[config.mk]
export PLATFORM = sky130hd
export DESIGN_NAME = spy_boot_seq
export DESIGN_NICKNAME = d
export VERILOG_FILES = /design/src/rtl/spy_pkg.sv /design/src/rtl/spy_cycle_timer.sv /design/src/rtl/spy_boot_seq.sv
export SDC_FILE = /design/constraint.sdc
export NUM_CORES = 1
export LEC_CHECK = 0
export CORE_MARGIN = 2
export CORE_UTILIZATION = 53
export DETAILED_ROUTE_END_ITERATION = 7
export PLACE_DENSITY = 0.84
export SLEW_MARGIN = 20
export SYNTH_ARGS = -nofsm -noshare
export SYNTH_HDL_FRONTEND = slang
export SYNTH_SLANG_ARGS = --single-unit
[constraint.sdc]
create_clock -name clk -period 4.2 [get_ports clk]
set_input_delay 1.05 -clock clk [delete_from_list [all_inputs] [get_ports clk]]
set_output_delay 1.05 -clock clk [all_outputs]
set_load 0.005 [all_outputs]
[src/rtl/spy_pkg.sv]
// Shared encodings for the spy-bus boot sequencer: command ops, result codes,
// FSM states and the fixed mode words driven for RESET and BOOT.
package spy_pkg;

  typedef enum logic [1:0] {
    OP_RESET   = 2'b00,
    OP_BOOT    = 2'b01,
    OP_WRITE   = 2'b10,
    OP_ILLEGAL = 2'b11
  } spy_op_e;

  typedef enum logic [1:0] {
    ST_OK      = 2'b00,
    ST_TIMEOUT = 2'b01,
    ST_ERR     = 2'b10,
    ST_ILLEGAL = 2'b11
  } spy_status_e;

  typedef enum logic [1:0] {
    S_IDLE     = 2'b00,
    S_DRIVE    = 2'b01,
    S_WAIT_RUN = 2'b10,
    S_DONE     = 2'b11
  } spy_state_e;

  localparam logic [15:0] MODE_RESET = 16'h0040;
  localparam logic [15:0] MODE_BOOT  = 16'h0080;

endpackage

[src/rtl/spy_cycle_timer.sv]
// Loadable 16-bit down-counter; sticks at zero rather than wrapping.
module spy_cycle_timer (
  input  logic        clk,
  input  logic        reset,
  input  logic        load,
  input  logic [15:0] load_val,
  input  logic        dec,
  output logic        zero
);

  logic [15:0] count_q;
  logic [15:0] count_d;

  always_comb begin
    count_d = count_q;
    if (load) begin
      count_d = load_val;
    end else if (dec && (count_q != 16'd0)) begin
      count_d = count_q - 16'd1;
    end
  end

  always_ff @(posedge clk) begin
    if (reset) begin
      count_q <= 16'd0;
    end else begin
      count_q <= count_d;
    end
  end

  assign zero = (count_q == 16'd0);

endmodule

[src/rtl/spy_boot_seq.sv]
// Host-command sequencer that drives mode words onto the spy bus with an
// ldmode strobe and, for BOOT, waits for the processor to start running.
module spy_boot_seq
  import spy_pkg::*;
#(
  parameter int unsigned HOLD_CYC    = 4,
  parameter int unsigned TIMEOUT_CYC = 1024
) (
  input  logic        clk,
  input  logic        reset,
  input  logic        cmd_valid,
  output logic        cmd_ready,
  input  logic [1:0]  cmd_op,
  input  logic [15:0] cmd_data,
  output logic        ldmode,
  output logic [15:0] spy_out,
  input  logic        srun,
  input  logic        boot_trap,
  input  logic        err,
  output logic        busy,
  output logic        done,
  output logic [1:0]  status,
  output spy_state_e  dbg_state
);

  // Handshake: a command is taken on the rising edge where cmd_valid and
  // cmd_ready are both high; cmd_ready is high only in IDLE and nothing queues.

  localparam logic [15:0] HOLD_LOAD = 16'(HOLD_CYC - 1);
  localparam logic [15:0] TMO_LOAD  = 16'(TIMEOUT_CYC - 1);

  spy_state_e  state_q, state_d;
  spy_op_e     op_q, op_d;
  logic [15:0] data_q, data_d;
  spy_status_e status_q, status_d;

  logic        tmr_load;
  logic [15:0] tmr_val;
  logic        tmr_dec;
  logic        tmr_zero;

  spy_cycle_timer u_timer (
    .clk      (clk),
    .reset    (reset),
    .load     (tmr_load),
    .load_val (tmr_val),
    .dec      (tmr_dec),
    .zero     (tmr_zero)
  );

  always_comb begin
    state_d  = state_q;
    op_d     = op_q;
    data_d   = data_q;
    status_d = status_q;
    tmr_load = 1'b0;
    tmr_val  = 16'd0;
    tmr_dec  = 1'b0;
    case (state_q)
      S_IDLE: begin
        if (cmd_valid) begin
          op_d   = spy_op_e'(cmd_op);
          data_d = cmd_data;
          if (spy_op_e'(cmd_op) == OP_ILLEGAL) begin
            state_d  = S_DONE;
            status_d = ST_ILLEGAL;
          end else begin
            state_d  = S_DRIVE;
            tmr_load = 1'b1;
            tmr_val  = (spy_op_e'(cmd_op) == OP_WRITE) ? 16'd0 : HOLD_LOAD;
          end
        end
      end
      S_DRIVE: begin
        if (!tmr_zero) begin
          tmr_dec = 1'b1;
        end else if (op_q == OP_BOOT) begin
          state_d  = S_WAIT_RUN;
          tmr_load = 1'b1;
          tmr_val  = TMO_LOAD;
        end else begin
          state_d  = S_DONE;
          status_d = ST_OK;
        end
      end
      S_WAIT_RUN: begin
        // Error outranks a run indication, which outranks the timeout.
        if (err) begin
          state_d  = S_DONE;
          status_d = ST_ERR;
        end else if (srun && !boot_trap) begin
          state_d  = S_DONE;
          status_d = ST_OK;
        end else if (tmr_zero) begin
          state_d  = S_DONE;
          status_d = ST_TIMEOUT;
        end else begin
          tmr_dec = 1'b1;
        end
      end
      S_DONE: begin
        state_d = S_IDLE;
      end
      default: begin
        state_d = S_IDLE;
      end
    endcase
  end

  always_ff @(posedge clk) begin
    if (reset) begin
      state_q  <= S_IDLE;
      op_q     <= OP_RESET;
      data_q   <= 16'd0;
      status_q <= ST_OK;
    end else begin
      state_q  <= state_d;
      op_q     <= op_d;
      data_q   <= data_d;
      status_q <= status_d;
    end
  end

  always_comb begin
    spy_out = 16'd0;
    if (state_q == S_DRIVE) begin
      case (op_q)
        OP_RESET: spy_out = MODE_RESET;
        OP_BOOT:  spy_out = MODE_BOOT;
        OP_WRITE: spy_out = data_q;
        default:  spy_out = 16'd0;
      endcase
    end
  end

  assign ldmode    = (state_q == S_DRIVE);
  assign cmd_ready = (state_q == S_IDLE);
  assign busy      = (state_q != S_IDLE);
  assign done      = (state_q == S_DONE);
  assign status    = status_q;
  assign dbg_state = state_q;

endmodule

Word level (Yosys, flattened, before mapping)
Cells that the tools add are included.
Widths: inputs -> output; s select.
Operators by class
  muxes and demuxes: 35
  add/sub/neg operators: 1
  eq/ne operators: 12
  reduce and logical (&&, ||, !) cells: 13
Operators with widths (count)
  $mux 16: 3
  $pmux 16 s3: 1
  $mux 2: 16
  $mux 10: 2
  $pmux 10 s2: 1
  $logic_not 16->1: 1
  $reduce_bool 16->1: 1
  $sub 16x1->16 const B: 1
  $eq 2x2->1 const B: 5
  $mux 1: 8
  $pmux 2 s4: 1
  $pmux 2 s3: 1
  $reduce_and 6->1: 1
  $eq 2x1->1 const B: 2
  $logic_not 2->1: 2
  $ne 2x1->1 const B: 2
  $ne 2x2->1 const B: 2
  $ne 4x4->1 const B: 1
  $pmux 1 s2: 2
  $reduce_bool 2->1: 2
  $reduce_and 3->1: 1
  $reduce_bool 3->1: 1
  $logic_and 1x1->1: 2
  $reduce_and 2->1: 1
  $logic_not 1->1: 1
Word-level totals
  output and inout port bits: 24
  bits of input ports: 24
  word-level logic and storage cells: 66
  flip-flop bits (word level): 38

Longest topological paths before layout
  depth in word-level cells: 8
  mapped depth: 8

Modules after synthesis
From an unflattened synthesis, not the netlist that was laid out.
Second synthesis, totals
  cell total of the unflattened synthesis: 260
  area, all modules: 2075.7 um^2
Modules (own cells, without submodules)
  spy_boot_seq: cells an instance 146, area an instance 1131.1 um^2, sequential area each 440.4 um^2, instances 1
  spy_cycle_timer: cells an instance 114, area an instance 944.7 um^2, sequential area each 320.3 um^2, instances 1

Worst setup path before layout
Ideal clock, no wire load.
  kind: reg-to-output
  start: reg state_q[1] (netlist: dbg_state[1])
  end: out spy_out[10]
  arrival: 1.280 ns
  stages on the path, launching flop included: 6
  path buffers: 1
  path slack: 1.870 ns
  cells stage by stage: dfxtp_1 > inv_1 > ha_1 > and3b_1 > clkbuf_1 > and2_1
Between the ends
  cells in the longest elaborated chain, start to end: 2
Ends and longest elaborated chain
  start, declared: line spy_boot_seq.sv:32  | spy_state_e state_q, state_d;
  start signal, assigned: line spy_boot_seq.sv:117  | state_q <= state_d;
  $eq 2x1->1
  via ldmode: line spy_boot_seq.sv:15  | output logic ldmode,
  $mux 16: line spy_boot_seq.sv:126  | if (state_q == S_DRIVE) begin
  end, declared: line spy_boot_seq.sv:16  | output logic [15:0] spy_out,
The timed path passes the listed nets, and every way through them passes these cells.

Worst setup path after layout
  start: reg state_q[1] (netlist: dbg_state[1])
  end: out spy_out[2]
Between the ends
  cells in the longest elaborated chain, start to end: 2
Ends and longest elaborated chain (line)
  $eq 2x1->1: spy_boot_seq.sv:126
  $mux 16: spy_boot_seq.sv:126
Every way passes these cells.

==> metrics <==
maxcap violations 0; FFs w/ async S/R, synth 0%; final setup fails 0; # port buffers 47; Setup Total Neg Slack 0 ns; Layout area overhead 29.9%; Fmax around 300 MHz; die area around 4300 sq um; main combinational cell family by area after synthesis simple AND/OR/NAND/NOR gates; CP Launch Type flip-flop; die width ~66 um; post-synthesis simple-gate area fraction 34.9%; Worst Path Arrival approximately 2.3 ns; post-synthesis adder-cell area fraction between 3 and 4%; Worst Tran Pin Value between 0.7 and 0.8 ns; DP Area roughly 2500 sq um; Distinct cells, synth just under 50; clock sinks 38; PD cells between 600 and 700 nW/um^2; Worst Hold Class flip-flop to flip-flop; Cells after Synth about 250; Rel. slew slack between 50% and 60%; DRT iter0 DRCs 123; CP cell instances inv_1 -> ha_1 -> and3b_1 -> and2_1 -> clkdlybuf4s50_1; Root Buffer clkbuf_8; DR WL/cell between 10 and 15 um; Hold Vio Cnt, Final 0; synthesized area per cell a little over 8 sq um; DPL Wire Length between 3000 and 4000 um; Starting Density between 50% and 60%; Tcrit/Tclk final roughly four fifths; final WL ~4800 um; post-synthesis compound-gate area fraction 14.5%; crit path max fanout 15; largest net degree at the start of global routing 21; Residual DRC 0; Core Area approximately 3700 sq um; Critical Path RT about 3.2 ns; maximum vdd drop 0.000399 V; Yosys reg bits 38; hold_buf cts 0; CTS buffer count 5; Worst-path clk slew ~0.07 ns; count of pins over their slew limit 0; Top FF cell, synth dfxtp_1; status complete, no violations; chip height roughly 66 um; Post-Place Worst Slack roughly 1.2 ns; sequential fraction of the synthesis area between 30% and 40%; Syn Nets approximately 280; Core Util, Final a little over 70%; FF-to-FF path depth 7; vias per inst between 5 and 6; grt ovf 0; first-pass GRT wire length ~8100 um; Critical Path Max Stage Delay 0.51 ns; Critical Path Sink Type output port; CTS tree yes; WHS Path Cells 2; fraction of layout cells with a size suffix above 1 roughly 7.8%; Skew-Pair Late Insertion Delay between 0.2 and 0.3 ns; routability cong. 0.883; GRT Total Usage 24.1%; WS Path Type flip-flop to output port; H-tree levels 2; number of gates resized after CTS 0; critical path's slowest cell clkdlybuf4s50_1; Pre-Repair DR Iteration Count 4; ANT cells 0; Design Area, Final ~2600 sq um; nets@finish approximately 320; EDFF count, synth 0; vias in the first global route about 1,800; via count ~1,900; unrepaired setup endpoints after global routing no; post-synthesis mux area share approximately 1.5%; worst setup margin roughly 0.90 ns; post-CTS setup buffers 0; Leakage between 1 and 1.5 nW; Yosys Warn Count 0; Synth Area in XOR/XNOR 4.31%; CTS Buffer Depth 2; filler instances 297; Mapped Area 2030 sq um; # IOs 48; Routed Antenna Nets 0; initial antenna violation count 0; post-layout min period 3.30 ns; hold_ws 0.451 ns; Layout Skew approximately 0.0066 ns; Rows 22
==> layout by cell type (no fill, tap or decap), types with 2 or more instances in the layout <==
master           netlist  layout
a21oi_1               21      21
a211o_1                2       2
clkdlybuf4s50_1        0      47
nor3_1                 3       3
nand3_1                8       8
ha_1                   6       6
a211oi_1               3       3
mux2i_1                3       3
o22ai_1                2       2
xor2_1                10      10
nand4_1                8       8
clkbuf_8               0       8
nor2_1                20      20
nand2_1               45      45
nor4_1                 2       2
a311oi_1               2       2
o21ai_0                6       6
and2_1                18      18
and3b_1                2       2
inv_1                  7       7
nor4_4                 3       3
buf_4                  0       2
dfxtp_1               38      38
nand2b_1               2       2
==> sequential cells by signal (all words and copies together), names as in the netlist <==
name             flops
data_q              16
u_timer.count_q     16
dbg_state            2
op_q                 2
status               2
==> Yosys cell counts, types with 2 or more instances <==
| cell | number | share of area (%) |
|---|---|---|
| nor2_1 | 20 | 3.7 |
| xor2_1 | 10 | 4.3 |
| a211oi_1 | 3 | 1.1 |
| o22ai_1 | 2 | 0.62 |
| and3b_1 | 2 | 0.86 |
| nand2_1 | 45 | 8.3 |
| a211o_1 | 2 | 0.86 |
| and2_1 | 18 | 5.5 |
| a311oi_1 | 2 | 0.86 |
| a21oi_1 | 21 | 5.2 |
| dfxtp_1 | 38 | 37 |
| nand4_1 | 8 | 2.5 |
| mux2i_1 | 3 | 1.5 |
| buf_1 | 2 | 0.37 |
| nor3_1 | 3 | 0.74 |
| nor4_4 | 3 | 3.1 |
| nor4_1 | 2 | 0.62 |
| clkbuf_1 | 8 | 1.5 |
| o21ai_0 | 6 | 1.5 |
| inv_1 | 7 | 1.3 |
| nand2b_1 | 2 | 0.62 |
| buf_2 | 2 | 0.49 |
| ha_1 | 6 | 3.7 |
| nand3_1 | 8 | 2.0 |
==> critical path: cells and delay by family, from the launching register on <==
family / cells / cell delay [ns]
simple gates: 2 / 0.67
flops: 1 / 0.37
fa+ha+maj: 1 / 0.29
buf+inv: 2 / 0.61
==> through the flow <==
stage	power [mW]	std cells
CTS	1.73	341
global route	1.85	341
floorplan	1.18	248
detailed placement	1.43	333
finish	1.73	341
global placement	1.41	333
==> cells by family after synthesis <==
logic type      after synthesis
buf+inv                      19
compound gates               46
fa+ha+maj                     6
xor+xnor                     10
simple gates                126
flops                        38
mux                           3
==> where the power goes <==
group	internal, mW	switching, mW	leakage [nW]	total, mW
clock	0.166	0.126	0.0575	0.292
combinational	0.396	0.522	0.676	0.918
sequential	0.438	0.0834	0.310	0.521
total	0.999	0.732	1.04	1.73
==> routing by layer <==
layer	share of wire [%]	GRT usage [%]
met5	0	0
met3	4.5	3.58
met2	48	40.2
met4	1.8	10.7
met1	45	30.7
==> cell type report <==
class	instances	area (sq um)	area share [%]
clock buffer	8	110	4.17
inverter	7	26.3	0.996
timing repair buffer	49	485	18.4
multi-input combinational	191	1200	45.3
tap	48	60.1	2.28
sequential	38	761	28.8
==> path summary, 6_finish.rpt <==
| check | slack (ns) | endpoint | from |
|---|---|---|---|
| setup / recovery | 0.90 | spy_out[2] | dbg_state[1] |
| hold / removal | 0.45 | data_q[3] | data_q[3] |
| setup reg to reg | 2.11 | u_timer.count_q[1] | dbg_state[0] |
| hold reg to reg | 0.45 | data_q[3] | data_q[3] |
Power figures use the tool's default switching activity.
